`src/rtl/au_pkg.sv`:
```
// ----------------------------------------------------------------------------
// au_pkg
// Shared types for the sequential arithmetic unit.
//   au_op_e    : operation code as presented on the op port
//   au_state_e : controller states, with fixed encodings
// ----------------------------------------------------------------------------
package au_pkg;

    typedef enum logic [1:0] {
        AU_ADD = 2'b00,
        AU_SUB = 2'b01,
        AU_MUL = 2'b10,
        AU_DIV = 2'b11
    } au_op_e;

    typedef enum logic [2:0] {
        S_IDLE   = 3'd0,
        S_ADDSUB = 3'd1,
        S_MUL    = 3'd2,
        S_DIV    = 3'd3,
        S_DONE   = 3'd4
    } au_state_e;

endpackage

```
`src/rtl/au_seq_nb_if.sv`:
```
// ----------------------------------------------------------------------------
// au_seq_nb_if
// Request/result bundle of the arithmetic unit.
//   master : drives start/op/a/b, observes busy/done and the results
//   slave  : the arithmetic unit itself
// ----------------------------------------------------------------------------
interface au_seq_nb_if #(
    parameter int WIDTH = 32
) ();

    logic             start;
    logic [1:0]       op;
    logic [WIDTH-1:0] a;
    logic [WIDTH-1:0] b;
    logic             busy;
    logic             done;
    logic [WIDTH-1:0] s;
    logic [WIDTH-1:0] hi;
    logic [WIDTH-1:0] lo;
    logic             zero;
    logic             carry;
    logic             ovf;
    logic             dbz;

    modport master (
        output start, op, a, b,
        input  busy, done, s, hi, lo, zero, carry, ovf, dbz
    );

    modport slave (
        input  start, op, a, b,
        output busy, done, s, hi, lo, zero, carry, ovf, dbz
    );

endinterface

```
`src/rtl/au_addsub_nb.sv`:
```
// ----------------------------------------------------------------------------
// au_addsub_nb
// Combinational WIDTH-bit adder/subtractor shared by every datapath step.
//   x, y : operands
//   sub  : 1 = x - y (two's complement), 0 = x + y
//   sum  : WIDTH-bit result
//   cout : carry-out (for subtraction: 1 means no borrow, x >= y unsigned)
//   ovf  : signed overflow
// ----------------------------------------------------------------------------
module au_addsub_nb #(
    parameter int WIDTH = 32
) (
    input  logic [WIDTH-1:0] x,
    input  logic [WIDTH-1:0] y,
    input  logic             sub,
    output logic [WIDTH-1:0] sum,
    output logic             cout,
    output logic             ovf
);

    logic [WIDTH-1:0] y_eff;
    logic [WIDTH:0]   full;

    assign y_eff = y ^ {WIDTH{sub}};
    assign full  = {1'b0, x} + {1'b0, y_eff} + {{WIDTH{1'b0}}, sub};
    assign sum   = full[WIDTH-1:0];
    assign cout  = full[WIDTH];
    // Overflow: both effective operands share a sign the result does not.
    assign ovf   = (x[WIDTH-1] == y_eff[WIDTH-1]) && (sum[WIDTH-1] != x[WIDTH-1]);

endmodule

```
`src/rtl/au_seq_nb.sv`:
```
// ----------------------------------------------------------------------------
// au_seq_nb
// Multi-cycle arithmetic unit: ADD, SUB (1 cycle), unsigned MULT (shift-add)
// and unsigned DIV (restoring), both WIDTH iterations plus a writeback cycle.
//   clk   : clock
//   rst_n : asynchronous reset, active high (aborts any operation)
//   bus   : slave side of au_seq_nb_if (start/op/a/b in; busy/done/results out)
// WIDTH is legal from 4 to 64; CNT_W is derived and must not be overridden.
// ----------------------------------------------------------------------------
module au_seq_nb
    import au_pkg::*;
#(
    parameter int WIDTH = 32,
    parameter int CNT_W = $clog2(WIDTH + 1)
) (
    input  logic         clk,
    input  logic         rst_n,
    au_seq_nb_if.slave   bus
);

    // The counter walks 0..WIDTH-1 through the iterations; the value WIDTH
    // marks the cycle in which the working registers are copied to the outputs.
    localparam logic [CNT_W-1:0] CNT_LAST = CNT_W'(WIDTH);

    au_state_e        state_q, state_d;
    logic [CNT_W-1:0] cnt_q, cnt_d;
    au_op_e           op_q, op_d;
    logic [WIDTH-1:0] b_q, b_d;
    // Working pair: MULT {hi_r, lo_r}, DIV {R, Q}. lo_w starts as operand a,
    // so it also serves as the ADD/SUB left operand and the DIV-by-zero hi.
    logic [WIDTH-1:0] hw_q, hw_d;
    logic [WIDTH-1:0] lw_q, lw_d;
    // Visible results, only touched when an operation reaches DONE.
    logic [WIDTH-1:0] s_q, s_d;
    logic [WIDTH-1:0] hi_q, hi_d;
    logic [WIDTH-1:0] lo_q, lo_d;
    logic             zero_q, zero_d;
    logic             carry_q, carry_d;
    logic             ovf_q, ovf_d;
    logic             dbz_q, dbz_d;

    logic [WIDTH-1:0] add_x;
    logic [WIDTH-1:0] add_y;
    logic             add_sub;
    logic [WIDTH-1:0] add_sum;
    logic             add_cout;
    logic             add_ovf;

    logic [WIDTH:0]   mul_acc;
    logic [WIDTH-1:0] rem_sh;
    logic             div_ok;

    au_addsub_nb #(.WIDTH(WIDTH)) u_addsub (
        .x    (add_x),
        .y    (add_y),
        .sub  (add_sub),
        .sum  (add_sum),
        .cout (add_cout),
        .ovf  (add_ovf)
    );

    // Low WIDTH bits of the remainder after the {R,Q} left shift; the bit
    // shifted out of hw_q is R[WIDTH], which the trial subtract must honour.
    assign rem_sh  = {hw_q[WIDTH-2:0], lw_q[WIDTH-1]};
    // Trial R-b is non-negative if R[WIDTH] was set (R >= 2^WIDTH > b) or the
    // WIDTH-bit subtract did not borrow. R < 2b always, so the difference
    // fits back into WIDTH bits.
    assign div_ok  = hw_q[WIDTH-1] | add_cout;
    assign mul_acc = lw_q[0] ? {add_cout, add_sum} : {1'b0, hw_q};

    always_comb begin
        add_x   = lw_q;
        add_y   = b_q;
        add_sub = 1'b0;
        case (state_q)
            S_ADDSUB: add_sub = (op_q == AU_SUB);
            S_MUL:    add_x   = hw_q;
            S_DIV: begin
                add_x   = rem_sh;
                add_sub = 1'b1;
            end
            default: ;
        endcase
    end

    always_comb begin
        state_d = state_q;
        cnt_d   = cnt_q;
        op_d    = op_q;
        b_d     = b_q;
        hw_d    = hw_q;
        lw_d    = lw_q;
        s_d     = s_q;
        hi_d    = hi_q;
        lo_d    = lo_q;
        zero_d  = zero_q;
        carry_d = carry_q;
        ovf_d   = ovf_q;
        dbz_d   = dbz_q;
        case (state_q)
            S_IDLE: begin
                if (bus.start) begin
                    op_d  = au_op_e'(bus.op);
                    b_d   = bus.b;
                    hw_d  = '0;
                    lw_d  = bus.a;
                    cnt_d = '0;
                    case (au_op_e'(bus.op))
                        AU_ADD, AU_SUB: state_d = S_ADDSUB;
                        AU_MUL:         state_d = S_MUL;
                        default:        state_d = S_DIV;
                    endcase
                end
            end
            S_ADDSUB: begin
                s_d     = add_sum;
                carry_d = add_cout;
                ovf_d   = add_ovf;
                zero_d  = (add_sum == '0);
                dbz_d   = 1'b0;
                state_d = S_DONE;
            end
            S_MUL: begin
                if (cnt_q == CNT_LAST) begin
                    hi_d    = hw_q;
                    lo_d    = lw_q;
                    zero_d  = (hw_q == '0) && (lw_q == '0);
                    dbz_d   = 1'b0;
                    carry_d = 1'b0;
                    ovf_d   = 1'b0;
                    state_d = S_DONE;
                end else begin
                    hw_d  = mul_acc[WIDTH:1];
                    lw_d  = {mul_acc[0], lw_q[WIDTH-1:1]};
                    cnt_d = cnt_q + CNT_W'(1);
                end
            end
            S_DIV: begin
                if (b_q == '0) begin
                    hi_d    = lw_q;
                    lo_d    = '1;
                    zero_d  = 1'b0;
                    dbz_d   = 1'b1;
                    carry_d = 1'b0;
                    ovf_d   = 1'b0;
                    state_d = S_DONE;
                end else if (cnt_q == CNT_LAST) begin
                    hi_d    = hw_q;
                    lo_d    = lw_q;
                    zero_d  = (lw_q == '0);
                    dbz_d   = 1'b0;
                    carry_d = 1'b0;
                    ovf_d   = 1'b0;
                    state_d = S_DONE;
                end else begin
                    hw_d  = div_ok ? add_sum : rem_sh;
                    lw_d  = {lw_q[WIDTH-2:0], div_ok};
                    cnt_d = cnt_q + CNT_W'(1);
                end
            end
            S_DONE:  state_d = S_IDLE;
            default: state_d = S_IDLE;
        endcase
    end

    always_ff @(posedge clk or posedge rst_n) begin
        if (rst_n) begin
            state_q <= S_IDLE;
            cnt_q   <= '0;
            op_q    <= AU_ADD;
            b_q     <= '0;
            hw_q    <= '0;
            lw_q    <= '0;
            s_q     <= '0;
            hi_q    <= '0;
            lo_q    <= '0;
            zero_q  <= 1'b0;
            carry_q <= 1'b0;
            ovf_q   <= 1'b0;
            dbz_q   <= 1'b0;
        end else begin
            state_q <= state_d;
            cnt_q   <= cnt_d;
            op_q    <= op_d;
            b_q     <= b_d;
            hw_q    <= hw_d;
            lw_q    <= lw_d;
            s_q     <= s_d;
            hi_q    <= hi_d;
            lo_q    <= lo_d;
            zero_q  <= zero_d;
            carry_q <= carry_d;
            ovf_q   <= ovf_d;
            dbz_q   <= dbz_d;
        end
    end

    assign bus.busy  = (state_q != S_IDLE) && (state_q != S_DONE);
    assign bus.done  = (state_q == S_DONE);
    assign bus.s     = s_q;
    assign bus.hi    = hi_q;
    assign bus.lo    = lo_q;
    assign bus.zero  = zero_q;
    assign bus.carry = carry_q;
    assign bus.ovf   = ovf_q;
    assign bus.dbz   = dbz_q;

endmodule

```
`src/flat_wrapper.sv`:
```
// flat-port wrapper written by rule: the top's interface ports become plain ports
module au_seq_nb_flat import au_pkg::*;
#(
    parameter int WIDTH = 32,
    parameter int CNT_W = $clog2(WIDTH + 1)
)
  (clk, rst_n, bus_start, bus_op, bus_a, bus_b, bus_busy, bus_done, bus_s, bus_hi, bus_lo, bus_zero, bus_carry, bus_ovf, bus_dbz);
  au_seq_nb_if #(.WIDTH(WIDTH)) bus_i ();
  input  logic clk;
  input  logic rst_n;
  input wire logic [$bits(bus_i.start)-1:0] bus_start;
  input wire logic [$bits(bus_i.op)-1:0] bus_op;
  input wire logic [$bits(bus_i.a)-1:0] bus_a;
  input wire logic [$bits(bus_i.b)-1:0] bus_b;
  output wire logic [$bits(bus_i.busy)-1:0] bus_busy;
  output wire logic [$bits(bus_i.done)-1:0] bus_done;
  output wire logic [$bits(bus_i.s)-1:0] bus_s;
  output wire logic [$bits(bus_i.hi)-1:0] bus_hi;
  output wire logic [$bits(bus_i.lo)-1:0] bus_lo;
  output wire logic [$bits(bus_i.zero)-1:0] bus_zero;
  output wire logic [$bits(bus_i.carry)-1:0] bus_carry;
  output wire logic [$bits(bus_i.ovf)-1:0] bus_ovf;
  output wire logic [$bits(bus_i.dbz)-1:0] bus_dbz;
  assign bus_i.start = bus_start;
  assign bus_i.op = bus_op;
  assign bus_i.a = bus_a;
  assign bus_i.b = bus_b;
  assign bus_busy = bus_i.busy;
  assign bus_done = bus_i.done;
  assign bus_s = bus_i.s;
  assign bus_hi = bus_i.hi;
  assign bus_lo = bus_i.lo;
  assign bus_zero = bus_i.zero;
  assign bus_carry = bus_i.carry;
  assign bus_ovf = bus_i.ovf;
  assign bus_dbz = bus_i.dbz;
  au_seq_nb #(.WIDTH(WIDTH), .CNT_W(CNT_W)) u_core (.clk(clk), .rst_n(rst_n), .bus(bus_i));
endmodule
```
`config.mk`:
```
export PLATFORM = sky130hd
export DESIGN_NAME = au_seq_nb_flat
export DESIGN_NICKNAME = d
export VERILOG_FILES = /design/src/rtl/au_pkg.sv /design/src/rtl/au_seq_nb_if.sv /design/src/rtl/au_addsub_nb.sv /design/src/rtl/au_seq_nb.sv /design/src/flat_wrapper.sv
export SDC_FILE = /design/constraint.sdc
export NUM_CORES = 1
export LEC_CHECK = 0
export ABC_CLOCK_PERIOD_IN_PS = 6400
export CAP_MARGIN = 5
export CORE_ASPECT_RATIO = 1.25
export CORE_MARGIN = 1
export CORE_UTILIZATION = 51
export CTS_CLUSTER_SIZE = 40
export DETAILED_ROUTE_END_ITERATION = 6
export PLACE_DENSITY = 0.87
export SETUP_SLACK_MARGIN = 0.4
export SLEW_MARGIN = 20
export SYNTH_ARGS = -nofsm -noshare
export SYNTH_HDL_FRONTEND = slang
export SYNTH_HIERARCHICAL = 1
export SYNTH_SLANG_ARGS = --single-unit
```
`constraint.sdc`:
```
create_clock -name clk -period 6.4 [get_ports clk]
set_input_delay 1.28 -clock clk [delete_from_list [all_inputs] [get_ports clk]]
set_output_delay 1.28 -clock clk [all_outputs]
set_load 0.01 [all_outputs]
```
==> run metrics, run 1 <==
setup violators final=0; kind of critical path=flop to flop; Rows=64; status=finished, final reports clean; EDFF count, synth=0; RSZ-0062 raised after global routing=false; Post-Syn Instances=1329; Hold Fails Final Rpt=0; HPWL Detailed=26300 um; die area=26000 um^2; detailed-route wire length per cell=20.9 um; TNS Setup=0 ps; #FFs+latches synth=207; total track usage=28.5%; Slew headroom=28.9%; Ports=171; Tcrit/Tclk final=88.9%; core footprint=24700 um^2; dpl cell area=14800 um^2; FF-to-FF Start=u_core/state_q[2]; min-delay src=u_core/bus.lo[12]; kind of end point of the critical path=flop; first-pass GRT wire length=58700 um; final instance area=15600 um^2; maximum clock path buffer count=3; Antenna Cells=0; Post-Route WL=37400 um; Die H=180 um; CTS tree=yes; synth top area cells=dfrtp_1 (40%), mux2_2 (8.0%), nand2_1 (5.3%), mux2i_1 (4.9%), o21ai_0 (4.2%); synth warn=6; commonest non-fill, non-tap cell in the layout=dfrtp_1; Worst Clk Skew=16.7 ps; crit path launch type=flop; Yosys top cell area share=40.1%; Via Count=11400; CP Max Fanout=63; vias in the first global route=10900; final design utilization=63.3%; Post-synth ARST share=100%; routability congestion estimate=0.930; Synth cell types=64; fraction of layout cells with a size suffix above 1=12.4%; worst min path class=flop to flop; Crit path arrival time=6100 ps; Die Wd=144 um; Area growth syn-to-layout=20.8%; DR iter-0 viols=1067; drt pass-1 iters=5; CP required=6810 ps; max-slew violation count=0; CTS sink count=207; Mapped Area=12900 um^2; MaxCap Viol Count=0; Worst Setup SP=u_core/state_q[2]; Top FF cell, synth=dfrtp_1; fin crit period=5690 ps; Post-Syn Nets=1432; Clk pin slew, worst setup/hold paths=60 ps; Hold-fix buffers, CTS=0; Syn Area/Cell=9.73 um^2; Final nets=1546; Max Clk Rate=176 MHz; Num CTS Buffers=22; initial antenna violation count=0; Port Buffers=170; Clk Latency, worst-skew pair=530 ps; largest area contributor in the netlist=dfrtp_1; worst slew pin tran=1060 ps; register area share after synthesis=40.1%; Starting Density=52.4%; GRT overflow=0; CTS root buf=clkbuf_16; Routed Antenna Nets=0; Vias/cell=6.39; largest net degree at the start of global routing=114; commonest cells after routing, fill and taps aside=dfrtp_1 (205), nand2_1 (182), clkdlybuf4s50_1 (170); # H-tree levels=1; # DRC=0
layout make-up:
type,count,area [um^2]
clock buffers,29,617
inverters,20,78.8
clock inverters,11,136
repair buffers,189,1930
well taps,330,413
flip-flops and latches,207,5180
multi-input cells,1003,7250
fillers,2021,9040
synth_stat cells, types with 4 or more instances:
cell	number
nand2b_1	10
xnor2_1	20
xor2_1	43
a221o_1	4
o211ai_1	8
a22oi_1	4
a21oi_1	38
a311oi_1	33
nor3_1	4
nor2b_1	34
o22ai_1	32
buf_8	4
mux2_2	92
mux2i_1	63
nand4_1	13
nand2_1	182
o21bai_1	7
a21o_1	16
clkbuf_1	56
o21ai_0	108
a2bb2oi_1	32
nor2_1	26
buf_2	22
inv_1	19
a31oi_1	5
mux2_1	34
ha_1	33
nand3_1	47
dfrtp_1	207
nor4_1	31
a211oi_1	37
buf_1	11
flip-flops by register name, indices dropped and copies added, names as in the netlist:
| register | flops |
|---|---|
| u_core/bus.lo | 32 |
| u_core/state_q | 3 |
| u_core/bus.zero | 1 |
| u_core/op_q | 2 |
| u_core/bus.dbz | 1 |
| u_core/cnt_q | 6 |
| u_core/bus.carry | 1 |
| u_core/bus.ovf | 1 |
| u_core/bus.hi | 32 |
| u_core/add_y | 32 |
| u_core/lw_q | 32 |
| u_core/hw_q | 32 |
| u_core/bus.s | 32 |
per-layer routing:
metal / vias up / global-route usage, % / wire length (um)
met2: 630 / 44.8 / 17600
met3: 111 / 4.15 / 3480
met4: 0 / 11.3 / 1460
li1: 5140 / - / -
met1: 5552 / 39.3 / 14900
met5: - / 0 / 0
worst max-delay path: stages (launching register included):
cell	delay (ps)
dfrtp_1	590
nand2b_4	680
nand2_1	100
o21ai_1	270
mux2i_1	260
fa_1	440
nand2b_1	200
a211o_1	300
a31oi_2	320
nand4_1	150
nand3b_1	130
nand4_1	100
nand4b_1	140
a31o_2	600
nor2_2	250
buf_4	280
a22o_1	200
a22oi_1	170
nor2_1	60
mux2_2	290
cells by family after synthesis:
| family | after synthesis | share of synthesized area (%) |
|---|---|---|
| DFF | 207 | 40.1 |
| AOI/OAI and AO/OA | 349 | 18.5 |
| and+or+nand+nor | 367 | 13.6 |
| buffers and inverters | 119 | 4.23 |
| adders and majority gates | 34 | 3.35 |
| muxes | 190 | 16.0 |
| xor gates and xnor gates | 63 | 4.27 |
worst paths after layout:
path                       cells after the start                 to  slack, ps
setup / recovery                              19    u_core/hw_q[31]        710
hold / removal                                 2  u_core/bus.lo[12]        490
max in group asynchronous                      3   u_core/add_y[25]       3900
hold reg to reg                                2  u_core/bus.lo[12]        490
min in group asynchronous                      2  u_core/bus.hi[31]       1270
setup reg to reg                              19    u_core/hw_q[31]        710
metrics by stage:
| step | setup slack [ps] | instances | hold slack (ps) |
|---|---|---|---|
| after floorplan | 1930 | 1329 | 481 |
| after global placement | 754 | 1747 | 475 |
| after detailed placement | 683 | 1747 | 482 |
| after CTS | 661 | 1787 | 496 |
| after global routing | 401 | 1789 | 511 |
| final | 709 | 1789 | 490 |
timing repair:
item                       CTS  global route
resized for setup            0             1
setup endpoints to repair    0             2
setup buffers                0             1
Power of run 1 is not shown: default switching activity piles up to over one toggle a cycle in this logic, so the estimate is an artifact.
==> inputs of run 2 (changes only) <==
--- a/config.mk
+++ b/config.mk
@@ -12,6 +12,7 @@
 export CORE_UTILIZATION = 51
 export CTS_CLUSTER_SIZE = 40
 export DETAILED_ROUTE_END_ITERATION = 6
+export HOLD_SLACK_MARGIN = 0.12
 export PLACE_DENSITY = 0.87
 export SETUP_SLACK_MARGIN = 0.4
 export SLEW_MARGIN = 20
==> results of run 2 <==
The final DEF is identical to that of run 1; final timing and power are the same.
Power of run 2 is left out for the same reason.
